$ cat src/rtl/rx_frame_sync.sv
// Receive framer: hunts preamble + SFD, takes the PHR length, then writes the PSDU
// to the outFIFO as LSB-first nibbles, reporting frame status and errors.
module rx_frame_sync #(
    parameter int         PREAMBLE_BITS = 32,
    parameter logic [7:0] SFD           = 8'hA7,
    parameter int         MAX_LEN       = 127,
    parameter int         TIMEOUT       = 64
) (
    input  logic       inClock,
    input  logic       inReset,
    input  logic       inBit,
    input  logic       inBitValid,
    input  logic       inFull,
    input  logic       inClearStatus,
    output logic [3:0] outData,
    output logic       outWriteEnable,
    output logic [6:0] outFrameLen,
    output logic       outFrameStart,
    output logic       outFrameDone,
    output logic       outSyncError,
    output logic       outLenError,
    output logic       outTimeout,
    output logic       outOverflow,
    output logic       outBusy,
    output logic [1:0] outState
);

    localparam int ZC_W  = $clog2(PREAMBLE_BITS + 1);
    localparam int GAP_W = $clog2(TIMEOUT + 1);
    localparam logic [ZC_W-1:0]  PRE_C     = ZC_W'(PREAMBLE_BITS);
    localparam logic [GAP_W-1:0] TIMEOUT_C = GAP_W'(TIMEOUT);
    localparam logic [6:0]       MAX_LEN_C = 7'(MAX_LEN);

    typedef enum logic [1:0] {
        ST_HUNT    = 2'd0,
        ST_SFD     = 2'd1,
        ST_LEN     = 2'd2,
        ST_PAYLOAD = 2'd3
    } state_t;

    state_t            state_q, state_d;
    logic [ZC_W-1:0]   zc_q, zc_d;
    logic [GAP_W-1:0]  gap_q, gap_d;
    logic [7:0]        sr_q, sr_d;
    logic [2:0]        bit_cnt_q, bit_cnt_d;
    logic [7:0]        nib_cnt_q, nib_cnt_d;
    logic [6:0]        frame_len_q, frame_len_d;
    logic [3:0]        data_q, data_d;
    logic              we_q, we_d;
    logic              start_q, start_d;
    logic              done_q, done_d;
    logic              sync_err_q, sync_err_d;
    logic              len_err_q, len_err_d;
    logic              tmo_q, tmo_d;
    logic              ovf_q, ovf_d;

    logic [7:0]        sr_shift;
    logic [GAP_W-1:0]  gap_inc;
    logic [7:0]        nib_last;
    logic              ovf_set;

    always_ff @(posedge inClock) begin
        if (!inReset) begin
            state_q     <= ST_HUNT;
            zc_q        <= '0;
            gap_q       <= '0;
            sr_q        <= '0;
            bit_cnt_q   <= '0;
            nib_cnt_q   <= '0;
            frame_len_q <= '0;
            data_q      <= '0;
            we_q        <= 1'b0;
            start_q     <= 1'b0;
            done_q      <= 1'b0;
            sync_err_q  <= 1'b0;
            len_err_q   <= 1'b0;
            tmo_q       <= 1'b0;
            ovf_q       <= 1'b0;
        end else begin
            state_q     <= state_d;
            zc_q        <= zc_d;
            gap_q       <= gap_d;
            sr_q        <= sr_d;
            bit_cnt_q   <= bit_cnt_d;
            nib_cnt_q   <= nib_cnt_d;
            frame_len_q <= frame_len_d;
            data_q      <= data_d;
            we_q        <= we_d;
            start_q     <= start_d;
            done_q      <= done_d;
            sync_err_q  <= sync_err_d;
            len_err_q   <= len_err_d;
            tmo_q       <= tmo_d;
            ovf_q       <= ovf_d;
        end
    end

    always_comb begin
        state_d     = state_q;
        zc_d        = zc_q;
        gap_d       = '0;
        sr_d        = sr_q;
        bit_cnt_d   = bit_cnt_q;
        nib_cnt_d   = nib_cnt_q;
        frame_len_d = frame_len_q;
        data_d      = data_q;
        we_d        = 1'b0;
        start_d     = 1'b0;
        done_d      = 1'b0;
        sync_err_d  = 1'b0;
        len_err_d   = 1'b0;
        tmo_d       = 1'b0;
        ovf_set     = 1'b0;
        // Bits arrive LSB first, so each new bit enters at the top.
        sr_shift    = {inBit, sr_q[7:1]};
        gap_inc     = gap_q + 1'b1;
        nib_last    = {frame_len_q, 1'b0} - 8'd1;

        case (state_q)
            ST_HUNT: begin
                if (inBitValid) begin
                    if (inBit) begin
                        zc_d = '0;
                        if (zc_q >= PRE_C) begin
                            state_d   = ST_SFD;
                            sr_d      = 8'h80;
                            bit_cnt_d = 3'd1;
                        end
                    end else if (zc_q != PRE_C) begin
                        zc_d = zc_q + 1'b1;
                    end
                end
            end
            ST_SFD: begin
                if (inBitValid) begin
                    sr_d      = sr_shift;
                    bit_cnt_d = bit_cnt_q + 3'd1;
                    if (bit_cnt_q == 3'd7) begin
                        if (sr_shift == SFD) begin
                            state_d = ST_LEN;
                        end else begin
                            state_d    = ST_HUNT;
                            sync_err_d = 1'b1;
                        end
                    end
                end
            end
            ST_LEN: begin
                if (inBitValid) begin
                    sr_d      = sr_shift;
                    bit_cnt_d = bit_cnt_q + 3'd1;
                    if (bit_cnt_q == 3'd7) begin
                        if (sr_shift[6:0] == 7'd0 || sr_shift[6:0] > MAX_LEN_C) begin
                            state_d   = ST_HUNT;
                            len_err_d = 1'b1;
                        end else begin
                            state_d     = ST_PAYLOAD;
                            frame_len_d = sr_shift[6:0];
                            start_d     = 1'b1;
                            nib_cnt_d   = '0;
                        end
                    end
                end
            end
            ST_PAYLOAD: begin
                if (inBitValid) begin
                    sr_d      = sr_shift;
                    bit_cnt_d = bit_cnt_q + 3'd1;
                    if (bit_cnt_q == 3'd3) begin
                        bit_cnt_d = '0;
                        nib_cnt_d = nib_cnt_q + 8'd1;
                        // A full FIFO drops the nibble but still counts it to keep byte alignment.
                        if (inFull) begin
                            ovf_set = 1'b1;
                        end else begin
                            data_d = sr_shift[7:4];
                            we_d   = 1'b1;
                        end
                        if (nib_cnt_q == nib_last) begin
                            state_d = ST_HUNT;
                            done_d  = 1'b1;
                        end
                    end
                end
            end
            default: state_d = ST_HUNT;
        endcase

        if (state_q != ST_HUNT && !inBitValid) begin
            gap_d = gap_inc;
            if (gap_inc == TIMEOUT_C) begin
                state_d = ST_HUNT;
                tmo_d   = 1'b1;
                gap_d   = '0;
            end
        end
        if (state_d == ST_HUNT && state_q != ST_HUNT) begin
            zc_d      = '0;
            bit_cnt_d = '0;
        end

        ovf_d = ovf_set | (ovf_q & ~inClearStatus);
    end

    assign outData        = data_q;
    assign outWriteEnable = we_q;
    assign outFrameLen    = frame_len_q;
    assign outFrameStart  = start_q;
    assign outFrameDone   = done_q;
    assign outSyncError   = sync_err_q;
    assign outLenError    = len_err_q;
    assign outTimeout     = tmo_q;
    assign outOverflow    = ovf_q;
    assign outBusy        = (state_q != ST_HUNT);
    assign outState       = state_q;

endmodule

$ cat config.mk
export PLATFORM = sky130hd
export DESIGN_NAME = rx_frame_sync
export DESIGN_NICKNAME = d
export VERILOG_FILES = /design/src/rtl/rx_frame_sync.sv
export SDC_FILE = /design/constraint.sdc
export NUM_CORES = 1
export LEC_CHECK = 0
export CAP_MARGIN = 10
export CORE_MARGIN = 4
export CORE_UTILIZATION = 50
export CTS_CLUSTER_DIAMETER = 40
export DETAILED_ROUTE_END_ITERATION = 10
export PLACE_DENSITY_LB_ADDON = 0.3
export RECOVER_POWER = 100
export SLEW_MARGIN = 10
export SYNTH_ARGS = -nofsm -noshare
export SYNTH_HDL_FRONTEND = slang
export SYNTH_SLANG_ARGS = --single-unit
export TNS_END_PERCENT = 50
$ cat constraint.sdc
create_clock -name inClock -period 4.65 [get_ports inClock]
set_input_delay 0.93 -clock inClock [delete_from_list [all_inputs] [get_ports inClock]]
set_output_delay 0.93 -clock inClock [all_outputs]
set_load 0.02 [all_outputs]
* After elaboration in Yosys (flattened, before gate mapping) *
Cells that the tools add are included.

storage, ports and cells
  latch bits = 0
  ROM bits = 0
  RAM bits = 0
  flip-flop bits (word level) = 52
  memories = 0
  input bits = 6

cells by class
  equal/unequal tests = 19
  div/mod/pow operators = 0
  reduce and logical (&&, ||, !) cells = 24
  add/subtract/negate cells = 5
  $mul = 0
  multiplexer cells = 45
  bitwise logic cells = 7
  order comparisons = 2
  shift-type cells = 0

operators with widths
  kind                 count
  $mux 8               9
  $pmux 8 s2           2
  $mux 2               14
  $reduce_and 4->1     6
  $mux 3               6
  $ne 2x2->1 const B   8
  $mux 6               2
  $mux 1               10
  $pmux 3 s3           1
  $add 8x1->8 const B  1
  $eq 8x8->1           1
  $eq 8x8->1 const B   1
  $pmux 2 s4           1
  $sub 8x1->8 const B  1
  $add 7x1->7 const B  1
  $eq 7x7->1 const B   1
  $gt 7x7->1 const B   1
  $logic_not 7->1      1
  $add 6x1->6 const B  1
  $ge 6x6->1 const B   1
  $ne 6x6->1 const B   1
  $reduce_and 6->1     1
  $reduce_bool 2->1    3
  $reduce_or 3->1      2
  other kinds (17)     26

* Longest topological paths before layout *
Gate-level depths: netlist (run 1).

  word-level depth = 11
  gate-level depth with buffers = 9

* Least setup slack after synthesis (run 1) *
No wires, ideal clock.

  kind = register to register
  start = register frame_len_q[0] (netlist: outFrameLen[0])
  end = register bit_cnt_q[0]
  data required time = 4512 ps
  setup slack = 2347 ps
  stages on the path, launching flop included = 9
  library setup time = 138 ps
  arrival = 2166 ps
  path buffers = 0
  path through = dfxtp_1 > inv_1 > ha_1 > xor2_1 > nand4_1 > a2111oi_4 > a31oi_2 > a211oi_4 > a21oi_1

between the ends
  word-level cells in the longest chain between the ends = 11

ends and longest elaborated chain
  item                         line  source
  start, declared              47    logic [6:0] frame_len_q, frame_len_d;
  start signal, assigned       86    frame_len_q <= frame_len_d;
  $sub 8x1->8 *                117   nib_last = {frame_len_q, 1'b0} - 8'd1;
  $eq 8x8->1 *                 179   if (nib_cnt_q == nib_last) begin
  $mux 2 *                     179
  $mux 2 *                     169   if (bit_cnt_q == 3'd3) begin
  $mux 2 *                     166   if (inBitValid) begin
  $pmux 2 s4 *                 119   case (state_q)
  $mux 2                       191   if (gap_inc == TIMEOUT_C) begin
  $mux 2 *                     189   if (state_q != ST_HUNT && !inBitValid) begin
  $logic_not 2->1 *            197   if (state_d == ST_HUNT && state_q != ST_HUNT) begin
  $logic_and 1x1->1 *          197
  $reduce_or 2->1 (no line) *  n/a
  end signal, assigned         84    bit_cnt_q <= bit_cnt_d;
  end, declared                45    logic [2:0] bit_cnt_q, bit_cnt_d;

Every way passes the cells marked *; elsewhere a longest branch is shown, timed or not.
A chain may end at the register's enable or synchronous reset.

* Worst setup path after layout (run 1) *
  start = input port inBitValid
  end = register bit_cnt_q[2]

between the ends
  word-level cells in the longest chain between the ends = 7

ends and longest elaborated chain
  item                       line  source
  start, declared            12    input logic inBitValid,
  $mux 2 (on tied branches)  n/a
  $pmux 2 s4                 119
  $mux 2                     191
  $mux 2                     189
  $logic_not 2->1            197
  $logic_and 1x1->1          197
  $reduce_or 2->1 (no line)  n/a

Parallel ways exist; a longest one is shown, timed or not.

==> out/summary.txt, run 1 <==
run status = finished, final reports clean
min-delay worst type = register to register
synthesized area per cell = 8.469 um2
Hold Path Depth = 1
Top Layer Used = met4
hold buffer count at cts = 0
Initial Utilization = 0.5293
Clock Sinks = 51
delay-heaviest family, CP = compound AO/OA/AOI/OAI gates
post-synthesis cell type count = 46
Rel. slew slack = 0.1251
CTS Buffer Depth = 2
# nets final = 344
CTS tree = done
Post-Synthesis Cells = 303
Die Wd = 79.64 um
final hold viol count = 0
first-pass GRT wire length = 9.142 mm
leak pwr = 1.138 nW
Worst R2R End = bit_cnt_q[2]
Syn Nets = 322
GPL Wtd Cong = 0.8103
Routed WL per cell = 13.70 um
clk slew on worst S/H paths = 90 ps
dpl hpwl = 3.915 mm
pre-CTS setup slack = 1327 ps
Crit path depth = 6
synth top area cells = dfxtp_1 40%, ha_1 6.3%, nand2_1 5.4%, nor2_1 5.1%, a21oi_1 4.5%
Slew Limit Fails = 0
top_reg_cell synth = dfxtp_1
metal1 wirelength = 2.681 mm
critical path arrival = 3660 ps
max cap viols = 0
Seq cells post-synth = 51
root buffer cell = clkbuf_8
Synth top area share = 0.3979
Skew-Pair Late Insertion Delay = 300 ps
number of buffers inserted by port buffering = 26
CP max FO = 16
CP Launch Type = input pin
Worst R2R Start = sr_q[6]
share of synthesized flip-flops with an asynchronous set or reset = 0
Critical Path Sink = bit_cnt_q[2]
GRT Total Usage = 0.1806
RSZ-0062 raised after global routing = no
FF-to-FF path depth = 5
Post-Synth XOR/XNOR Area = 0.07850
Post-synth EDFFs = 0
Top Ports = 27
die area = 6343 um2
Setup TNS = 0 ps
Simple-Gate Fraction of Synth Area = 0.2282
Req. time, crit path = 4780 ps
post-place instance area = 2865 um2
CP Class = input pin to register
R2R Setup Slk = 1700 ps
Seq/Total Area, Yosys = 0.3979
post_cts resized = 0
Num CTS Buffers = 5
drt via density = 5.379
final std cell area, no fill = 2927 um2
Post-DRT Antenna Nets = 0
hold_ws = 463.7 ps
post-CTS setup buffers = 0
Least-Margin Pin Slew = 1308 ps
Seq pwr share = 0.596
DRC = 0
Initial DRT Pass Iterations = 4
critical-path cell list = dlygate4sd3_1 > nand4_1 > a2111oi_0 > a31oi_2 > o32ai_1 > a21oi_1
multiplexer share of the synthesized area = 0.01170
Synth Cell Area = 2566 um2
Worst Setup End Kind = register
Post-Synth Adder-Cell Area = 0.06338
Detail Route met3 WL = 138 um
Initial DRC Count = 177
Final Setup Violations = 0
Layout area overhead = 14.04%
clock share of power = 0.378
CTS H-tree lvls = 2
Hold Startpoint = gap_q[0]
post-synthesis compound-gate area fraction = 0.1824
P_int = 0.5785 mW
die height = 79.64 um
Combinational Power Share = 0.026
Core Area = 4848 um2
antenna violations before repair = 0
slowest cell on the critical path = dlygate4sd3_1
global route overflow = 0
switching pwr = 0.1561 mW
Setup Skew = 4.105 ps
Rows = 25
ratio of cells with drive above 1 in the final layout = 0.04908
Final period util = 0.7595
Vias = 2,114
largest net degree at the start of global routing = 25
fmax = 0.2832 GHz
ANT cells = 0
vias in the first global route = 1,939
Power Density = 251.0 nW/um2
met2 WL = 2.503 mm
Yosys Warn Count = 0
Worst VDD drop = 0.1726 mV
area leader, netlist = dfxtp_1
Total Wirelength = 5.384 mm
Final WS setup = 1118 ps
CP bufs+invs = 1
clock period minus worst slack = 3532 ps
largest family of logic cells by synthesized area = simple AND/OR/NAND/NOR gates
Sw Ratio = 0.2126
launch point of the worst path = inBitValid
Largest stage delay, worst path = 870 ps
registers in the layout, summed over array words and instances, names as in the netlist:
signal,count
outFrameDone,1
sr_q,7
outFrameStart,1
bit_cnt_q,3
outData,4
outWriteEnable,1
gap_q,7
outOverflow,1
outSyncError,1
outTimeout,1
nib_cnt_q,8
outState,2
zc_q,6
outFrameLen,7
outLenError,1
Yosys cell counts, types with 2 or more instances:
cell / count
a211oi_1: 2
a21o_1: 4
a21oi_1: 23
a22o_1: 2
a22oi_1: 6
a31oi_1: 2
buf_2: 3
clkbuf_1: 8
dfxtp_1: 51
ha_1: 13
inv_1: 14
mux2i_1: 3
nand2_1: 37
nand2b_1: 5
nand3_1: 18
nand4_1: 8
nor2_1: 35
nor3_1: 4
o211ai_1: 2
o21ai_0: 12
or3_1: 5
xnor2_1: 13
xor2_1: 10
how the worst min path moves through the flow:
stage and end:
3_5_place_dp gap_q[0], 2_1_floorplan gap_q[0], 5_1_grt gap_q[0], 3_3_place_gp gap_q[0]
6_report gap_q[0], 4_1_cts gap_q[0]
per-layer routing:
| metal | vias to the layer above | GRT usage |
|---|---|---|
| li1 | 1088 | - |
| met1 | 994 | 0.2440 |
| met2 | 28 | 0.2880 |
| met3 | 4 | 0.03725 |
| met4 | 0 | 0.05670 |
| met5 | - | 0 |
worst reg2reg max path, cell delays in order (launching register included):
cell and delay [ps]:
dfxtp_1 370, or4_4 560, o211ai_1 820, o21ai_0 360, a211oi_4 530, a21oi_1 140
placed cells by master (no fill, tap or decap), types with 2 or more instances in the layout:
cell type and instances:
nand2_1 37, o21ai_0 12, ha_1 13, clkdlybuf4s50_1 3, nor3_1 4, o211ai_1 3, inv_1 14, nor2_1 35
or3_1 5, a21oi_1 23, a21o_1 4, dlygate4sd3_1 23, nand2b_1 5, xnor2_1 13, a211oi_1 2, xor2_1 10
nand3_1 18, a31oi_1 2, dfxtp_1 51, clkbuf_8 7, mux2i_1 3, nand4_1 8, a22o_1 2, a22oi_1 6
logic make-up after synthesis:
| group | Yosys count |
|---|---|
| compound gates | 65 |
| xor+xnor | 23 |
| fa+ha+maj | 13 |
| buf+inv | 25 |
| flops | 51 |
| mux | 3 |
| simple gates | 123 |
per-stage QoR:
stage	total power, mW	util	cells
after floorplan	0.4589	-	303
after global placement	0.4670	0.5910	385
after detailed placement	0.4674	0.5910	385
after CTS	0.7432	0.6124	393
after global routing	0.7616	0.6036	393
final	0.7346	0.6036	393
power by group through the flow:
stage | logic, mW | clock network [mW] | registers, mW
6_report | 0.0190 | 0.278 | 0.438
5_1_grt | 0.0214 | 0.302 | 0.438
4_1_cts | 0.0195 | 0.286 | 0.438
3_5_place_dp | 0.0194 | 0 | 0.448
3_3_place_gp | 0.0190 | 0 | 0.448
2_1_floorplan | 0.0111 | 0 | 0.448
cell type report:
type,count,area [um2]
fillers,442,1922
repair buffers,26,260.3
flip-flops and latches,51,1021
clock buffers,7,96.34
clock inverters,1,7.507
inverters,14,52.55
multi-input cells,227,1405
well taps,67,83.83
Note: power is estimated with default switching activity, not from simulation.
==> run 2: changes to the inputs <==
==> constraint.sdc (replaced) <==
create_clock -name inClock -period 3 [get_ports inClock]
set_input_delay 0.6 -clock inClock [delete_from_list [all_inputs] [get_ports inClock]]
set_output_delay 0.6 -clock inClock [all_outputs]
set_load 0.02 [all_outputs]
==> run 2 against run 1 <==
Net effect:
- clock-buffer cell count down 2
- sequential power up 55%
- register-to-register slack worse by 1300 ps
- worst setup slack worse by 690 ps
- sequential cell count unchanged
- non-clock buffer count up 2
- power up 63%
- die area unchanged
- utilization up 0.98 points
- cell count up 0.51%
- clock skew up 3.2 ps
- combinational power up 54%
- largest cell class unchanged
- largest power group unchanged
==> out/summary.txt, run 2 (same netlist as run 1, synthesis figures left out) <==
run status = finished, final reports clean (unchanged)
Final WS setup = 427.8 ps (was 1118 ps)
final std cell area, no fill = 2974 um2 (was 2927 um2)
Least-Margin Pin Slew = 720.8 ps (was 1308 ps)
switching pwr = 0.2562 mW (was 0.1561 mW)
final core utilization = 0.6134 (was 0.6036)
CTS H-tree lvls = 2 (unchanged)
GPL Wtd Cong = 0.8511 (was 0.8103)
clock period minus worst slack = 2572 ps
vias in the first global route = 2,059 (was 1,939)
first-pass GRT wire length = 9.321 mm (was 9.142 mm)
delay-heaviest family, CP = compound AO/OA/AOI/OAI gates (unchanged)
slowest cell on the critical path = or4_1 (was dlygate4sd3_1)
DP Cell Count = 387 (was 385)
leak pwr = 1.162 nW (was 1.138 nW)
ANT cells = 0 (unchanged)
# nets final = 346 (was 344)
CTS Buffer Depth = 2 (unchanged)
drt via density = 5.385 (was 5.379)
antenna violations before repair = 0 (unchanged)
Reg with most FFs = nib_cnt_q (unchanged)
Power Density = 402.1 nW/um2 (was 251.0 nW/um2)
Num CTS Buffers = 5 (unchanged)
Rows = 25 (unchanged)
Top Layer Used = met4 (unchanged)
max reg flops = 8 (unchanged)
hold_ws = 453.3 ps (was 463.7 ps)
Final period util = 0.8574
Req. time, crit path = 3170 ps (was 4780 ps)
metal1 wirelength = 2.534 mm (was 2.681 mm)
Layout area overhead = 15.89% (was 14.04%)
Initial DRT Pass Iterations = 4 (unchanged)
CP Launch Type = register (was input pin)
post-place instance area = 2880 um2 (was 2865 um2)
Initial DRC Count = 81 (was 177)
Vias = 2,127 (was 2,114)
Setup TNS = 0 ps (unchanged)
Layout Cells excl Fill = 395 (was 393)
Crit path depth = 5 (was 6)
Initial Utilization = 0.5293 (unchanged)
Hold Path Depth = 1 (unchanged)
Die Wd = 79.64 um (unchanged)
final total power = 1.196 mW (was 0.7346 mW)
global route overflow = 0 (unchanged)
CP Class = register to register (was input pin to register)
min-delay worst type = register to register (unchanged)
die height = 79.64 um (unchanged)
post_cts resized = 0 (unchanged)
ratio of cells with drive above 1 in the final layout = 0.05488 (was 0.04908)
Rel. slew slack = 0.5190 (was 0.1251)
most frequent cells in the layout = 51 x dfxtp_1, 37 x nand2_1, 35 x nor2_1 (unchanged)
Core Area = 4848 um2 (unchanged)
Detail Route met3 WL = 206 um (was 138 um)
Top Ports = 27 (unchanged)
root buffer cell = clkbuf_8 (unchanged)
final hold viol count = 0 (unchanged)
Largest stage delay, worst path = 610 ps (was 870 ps)
Slew Limit Fails = 0 (unchanged)
die area = 6343 um2 (unchanged)
Total Wirelength = 5.289 mm (was 5.384 mm)
Clock Sinks = 51 (unchanged)
met2 WL = 2.522 mm (was 2.503 mm)
Setup Skew = 7.336 ps (was 4.105 ps)
P_int = 0.9396 mW (was 0.5785 mW)
Skew-Pair Late Insertion Delay = 310 ps (was 300 ps)
CP max FO = 14 (was 16)
pre-CTS setup slack = 328.2 ps (was 1327 ps)
dpl hpwl = 3.973 mm (was 3.915 mm)
GRT Total Usage = 0.1834 (was 0.1806)
number of buffers inserted by port buffering = 26 (unchanged)
post-CTS setup buffers = 0 (unchanged)
Combinational Power Share = 0.024 (was 0.026)
max cap viols = 0 (unchanged)
Post-DRT Antenna Nets = 0 (unchanged)
Final Setup Violations = 0 (unchanged)
Worst VDD drop = 0.2313 mV (was 0.1726 mV)
Worst Setup End Kind = register (unchanged)
fmax = 0.3888 GHz
largest net degree at the start of global routing = 25 (unchanged)
Routed WL per cell = 13.39 um (was 13.70 um)
hold buffer count at cts = 0 (unchanged)
clock share of power = 0.408 (was 0.378)
Sw Ratio = 0.2142 (was 0.2126)
clk slew on worst S/H paths = 100 ps (was 90 ps)
critical path arrival = 2740 ps (was 3660 ps)
Seq pwr share = 0.568 (was 0.596)
critical-path cell list = or4_1 > o211ai_2 > o21ai_0 > a211oi_4 > a21oi_1 (was dlygate4sd3_1 > nand4_1 > a2111oi_0 > a31oi_2 > o32ai_1 > a21oi_1)
FF-to-FF path depth = 5 (unchanged)
CTS tree = done (unchanged)
CP bufs+invs = 0 (was 1)
RSZ-0062 raised after global routing = no (unchanged)
most common cell after layout, fill and taps aside = dfxtp_1 (unchanged)
DRC = 0 (unchanged)
==> run 2: per-layer routing <==
layer | up-vias | global-route usage
li1 | 1094 | -
met1 | 994 | 0.2345
met2 | 35 | 0.3022
met3 | 4 | 0.04966
met4 | 0 | 0.05155
met5 | - | 0
==> run 2: worst paths after layout <==
path	from	endpoint	slack (ps)
max	sr_q[6]	bit_cnt_q[2]	430
min	gap_q[0]	gap_q[0]	450
max reg2reg	sr_q[6]	bit_cnt_q[2]	430
min reg2reg	gap_q[0]	gap_q[0]	450
==> run 2: power groups by stage <==
stage	clock network, mW	logic, mW	registers, mW
after global placement	0	0.0305	0.695
after global routing	0.530	0.0332	0.679
after CTS	0.500	0.0308	0.679
after floorplan	0	0.0172	0.694
after detailed placement	0	0.0307	0.695
final	0.488	0.0292	0.679
==> run 2: final cells by class <==
class                      instances  area [um2]
sequential                        51        1021
fill                             451        1874
inverter                          14       52.55
clock buffer                       5       68.82
tap                               67       83.83
multi-input combinational        227        1433
timing repair buffer              28       267.8
clock inverter                     3       47.55
==> run 3: changes to the inputs <==
--- a/config.mk
+++ b/config.mk
@@ -8,7 +8,6 @@
 export CAP_MARGIN = 10
 export CORE_MARGIN = 4
 export CORE_UTILIZATION = 50
-export CTS_CLUSTER_DIAMETER = 40
 export DETAILED_ROUTE_END_ITERATION = 10
 export PLACE_DENSITY_LB_ADDON = 0.3
 export RECOVER_POWER = 100
==> results of run 3 <==
Final layout, timing and power as in run 2 (identical DEF).
==> RTL edit 1, RTL diff (settings of run 1) <==
The parameter `TIMEOUT` goes from 64 to 32.
--- a/src/rtl/rx_frame_sync.sv
+++ b/src/rtl/rx_frame_sync.sv
@@ -4,7 +4,7 @@
     parameter int         PREAMBLE_BITS = 32,
     parameter logic [7:0] SFD           = 8'hA7,
     parameter int         MAX_LEN       = 127,
-    parameter int         TIMEOUT       = 64
+    parameter int         TIMEOUT       = 32
 ) (
     input  logic       inClock,
     input  logic       inReset,
Formal check against the unedited RTL: same outputs for any inputs over 10 cycles, from zero or initial values and one cycle with inReset low; that may be too few to reach the edited logic, so the function may still have changed.
==> RTL edit 1 against run 1 <==
- the flow now finishes with violations (capacitance limit, slew limit)
- setup slack got worse by 0.00075 ns
- non-clock buffer count did not move
- area after synthesis rose by 3.6%
- worst hold slack improved by 0.011 ns
- via count rose by 10%
- routed wire length rose by 8.4%
- critical path depth fell by 2
- design area rose by 2.9%
- sequential cell count fell by 1
- largest cell class unchanged
Power is not compared: it rests on default switching activity, and its combinational part moved more than twofold at a synthesized area within 25%.
==> RTL edit 1: results (changes against run 1) <==
* Status: finished with violations (was completed)
* Failing checks: capacitance limit, slew limit
* Synth Area in XOR/XNOR at 6.92% (was 7.85%)
* GP Congestion at 0.848 (was 0.810)
* Synth area leaders: dfxtp_1 (38%), ha_1 (6.1%), nand2_1 (5.5%), nor2_1 (4.8%), xor2_1 (4.3%) (was dfxtp_1 (40%), ha_1 (6.3%), nand2_1 (5.4%), nor2_1 (5.1%), a21oi_1 (4.5%))
* Slew @ Worst Pin at 1.64 ns (was 1.31 ns)
* Worst path slowest cell: nor4_1 (was dlygate4sd3_1)
* Critical path's largest stage delay at 1.37 ns (was 0.87 ns)
* Synth top cells by count: dfxtp_1 (50), nand2_1 (39), nor2_1 (34) (was dfxtp_1 (51), nand2_1 (37), nor2_1 (35))
* Maxcap violations at 1 (was 0)
* Dpl hpwl at 4240 um (was 3920 um)
* Fillers at 513 (was 442)
* Multiplexer area fraction after synthesis at 2.68% (was 1.17%)
* Vias per inst at 5.74 (was 5.38)
* Sw frac at 25.5%
* Leakage Power at 1.18 nW
* CP delay by family, top: simple AND/OR/NAND/NOR gates (was compound AO/OA/AOI/OAI gates)
* CTS H-tree lvls at 2 (unchanged)
* Adder-Cell Fraction of Synth Area at 6.12% (was 6.34%)
* Vias in the first global route at 2029 (was 1939)
* CTS resizes at 0 (unchanged)
* Compound-Gate Fraction of Synth Area at 19.4% (was 18.2%)
* Final Max Slew Viols at 12 (was 0)
* Distinct cells, synth at 48 (was 46)
* Routed WL per cell at 14.4 um (was 13.7 um)
* Pin count of the biggest net entering global routing at 22 (was 25)
* All-Layer GR Usage at 18.5% (was 18.1%)
* Max Clock Skew at 0.00638 ns (was 0.00411 ns)
* Sequential share of the synthesized area at 37.7% (was 39.8%)
* First-pass GRT wire length at 9650 um (was 9140 um)
* Ratio of cells with drive above 1 in the final layout at 3.57% (was 4.91%)
* Port-buffer cells at 26 (unchanged)
* Post-Syn Nets at 337 (was 322)
* # nets final at 354 (was 344)
* Skew-Pair Late Insertion Delay at 0.31 ns
* DR iter-0 viols at 106 (was 177)
## RTL edit 1: worst min-delay path: stages, from the launching register on
cell and delay [ns]:
dfxtp_1 0.32, nand2b_1 0.06, a21oi_1 0.05
## RTL edit 1: kinds of logic (layout without fill, tap and decap cells)
group                      Yosys count  in the layout
AOI/OAI and AO/OA                   74             74
DFF                                 50             50
xor gates and xnor gates            21             21
muxes                                7              7
buffers and inverters               31             49
and+or+nand+nor                    122            122
adders and majority gates           13             13
## RTL edit 1: path summary, 6_finish.rpt
check | slack [ns] | start | cells after the start | to
worst max-delay path | 1.12 | inBitValid | 4 | outState[1]
worst min register to register | 0.47 | outOverflow | 2 | outOverflow
worst max register to register | 1.58 | outFrameLen[0] | 7 | outState[1]
worst min-delay path | 0.47 | outOverflow | 2 | outOverflow
## RTL edit 1: area by class of cell
class                           count  area share (%)
Tap cell                           70            2.91
Sequential cell                    50            33.3
Multi-Input combinational cell    237            50.3
Inverter                           15            1.87
Clock inverter                      3           0.707
Timing Repair Buffer               26            8.65
Clock buffer                        5            2.29
## RTL edit 1: layer usage
metal | track usage [%] | vias to the layer above | wire length (um)
li1 | - | 1175 | -
met1 | 25.4 | 1092 | 2800
met2 | 29.5 | 56 | 2700
met3 | 2.99 | 8 | 246
met4 | 6.59 | 0 | 87
met5 | 0 | - | 0
## RTL edit 1: through the flow
step | std cells | setup WS [ns] | cell area (um2) | hold WS (ns) | utilization, %
after global placement | 398 | 1.38 | 2930 | 0.458 | 56.9
after CTS | 406 | 1.55 | 3020 | 0.482 | 58.7
final | 406 | 1.12 | 3010 | 0.475 | 58.6
after global routing | 406 | 0.729 | 3010 | 0.497 | 58.6
after floorplan | 318 | 2.52 | 2660 | 0.441 | -
after detailed placement | 398 | 1.24 | 2930 | 0.463 | 56.9
==> RTL edit 2, RTL diff (config.mk and constraints of run 1) <==
Made on the original files. Remove the register `tmo_q`: a continuous assignment takes its place, so the output `outTimeout` follows one clock earlier.
--- a/src/rtl/rx_frame_sync.sv
+++ b/src/rtl/rx_frame_sync.sv
@@ -74,7 +74,6 @@
             done_q      <= 1'b0;
             sync_err_q  <= 1'b0;
             len_err_q   <= 1'b0;
-            tmo_q       <= 1'b0;
             ovf_q       <= 1'b0;
         end else begin
             state_q     <= state_d;
@@ -90,10 +89,11 @@
             done_q      <= done_d;
             sync_err_q  <= sync_err_d;
             len_err_q   <= len_err_d;
-            tmo_q       <= tmo_d;
             ovf_q       <= ovf_d;
         end
     end
+
+    assign tmo_q = tmo_d;
 
     always_comb begin
         state_d     = state_q;
Function: no difference found for any inputs over 10 cycles, from zero or initial values and one cycle with inReset low; that may be too few to reach the edited logic, so the function may still have changed.
==> RTL edit 2 against run 1 <==
- design area up 1.3%
- setup slack better by 0.075 ns
- routed wire length up 0.41%
- register-to-register slack better by 0.13 ns
- worst hold slack worse by 0.016 ns
- critical path depth up 2
- sequential cell count down 1
- first-iteration DRC count down 42%
- die area down 0.83%
- via count up 4.0%
- area after synthesis down 0.93%
- count of clock-buffer cells in the layout down 2
Power is not compared: it rests on default switching activity, and its combinational part moved more than twofold at a synthesized area within 25%.
==> RTL edit 2: results (changes against run 1) <==
* Layout non-clock buf frac at 9.29% (was 8.89%)
* Vias post-DR at 2199 (was 2114)
* DRT Wirelength at 5410 um (was 5380 um)
* Antenna fix cells at 0 (unchanged)
* P_clk at 0.000362 W
* Dpl hpwl at 3900 um (was 3920 um)
* DR iter-0 viols at 103 (was 177)
* Multi-input gate count at 222 (was 227)
* Post-synth ARST share at 0% (unchanged)
* Bufs w/o clock at 29 (was 26)
* Cells after synthesis at 302 (was 303)
* Max Clock Skew at 0.0103 ns (was 0.00411 ns)
* Met3 WL post-DR at 148 um (was 138 um)
* Max_slew headroom at 24.6% (was 12.5%)
* Gr ovfl total at 0 (unchanged)
* Core outline area at 4820 um2 (was 4850 um2)
* Ratio of cells with drive above 1 in the final layout at 3.68% (was 4.91%)
* Wl on met1 at 2590 um (was 2680 um)
* Clk tree area frac at 4.64% (was 3.55%)
* Critical path's largest stage delay at 0.87 ns (about the same)
* Fillers at 464 (was 442)
* Global Route met3 Usage at 3.17% (was 3.72%)
* Placed cell area at 2840 um2 (was 2870 um2)
* Synth area leaders: dfxtp_1 (39%), ha_1 (6.4%), nor2_1 (6.2%), xor2_1 (4.8%), a21oi_1 (3.7%) (was dfxtp_1 (40%), ha_1 (6.3%), nand2_1 (5.4%), nor2_1 (5.1%), a21oi_1 (4.5%))
* Crit path DAT at 3.64 ns (was 3.66 ns)
* Seq. pwr at 0.000434 W
* First-pass GRT wire length at 9530 um (was 9140 um)
* Fraction of area in multi-input gates at 47.3% (was 48.0%)
* Sequential share of the synthesized area at 39.4% (was 39.8%)
* Reg with most FFs: nib_cnt_q (unchanged)
* All-Layer GR Usage at 18.6% (was 18.1%)
* Vias in the first global route at 2132 (was 1939)
* Met1 Use GR at 24.1% (was 24.4%)
* Pin count of the biggest net entering global routing at 24 (was 25)
* CLK BUF at 5 (was 7)
* Worst VDD drop at 171 uV
* Max Fanout on Critical Path at 10 (was 16)
* GP Congestion at 0.917 (was 0.810)
* Grt met2 use at 30.5% (was 28.8%)
* Num sequential at 50 (was 51)
* Place WS at 1.32 ns (was 1.33 ns)
* Status: completed (unchanged)
* CP delay by family, top: buffers and inverters (was compound AO/OA/AOI/OAI gates)
* Number of non-clock inverters in the layout at 17 (was 14)
* PD cells at 284 nW/um2
* Final Instance Area at 2960 um2 (was 2930 um2)
* Post-Syn Nets at 321 (was 322)
* Worst path slowest cell: a21boi_0 (was dlygate4sd3_1)
* Vias per inst at 5.60 (was 5.38)
* Met2 wire length at 2540 um (was 2500 um)
* Sequential cell area share at 33.8% (was 34.9%)
* Synth top cells by count: dfxtp_1 (50), nor2_1 (42), nand2_1 (20) (was dfxtp_1 (51), nand2_1 (37), nor2_1 (35))
* CTS resizes at 0 (unchanged)
==> RTL edit 2: cell types whose count changed after synthesis, sizes merged, moves of 5 or more <==
cell / delta
nand2: -17
a22oi: -5
nor3: +6
mux2i: +6
nor2: +6
nor4: +6
xnor2: -5
==> RTL edit 2: final timing paths <==
check	slack (ns)	to	start	depth (start not counted)
worst max register to register	1.83	zc_q[4]	outFrameLen[0]	8
worst min register to register	0.45	gap_q[0]	gap_q[0]	1
worst min-delay path	0.45	gap_q[0]	gap_q[0]	1
worst max-delay path	1.19	nib_cnt_q[4]	inBitValid	8
==> RTL edit 2: logic make-up (layout without fill, tap and decap cells) <==
family          after synthesis  in the layout  synth area share, %
xor+xnor                     22             22                 7.58
fa+ha+maj                    13             13                 6.40
compound gates               51             51                 12.8
simple gates                126            126                 24.6
mux                          10             10                 3.99
flops                        50             50                 39.4
buf+inv                      30             54                 5.22
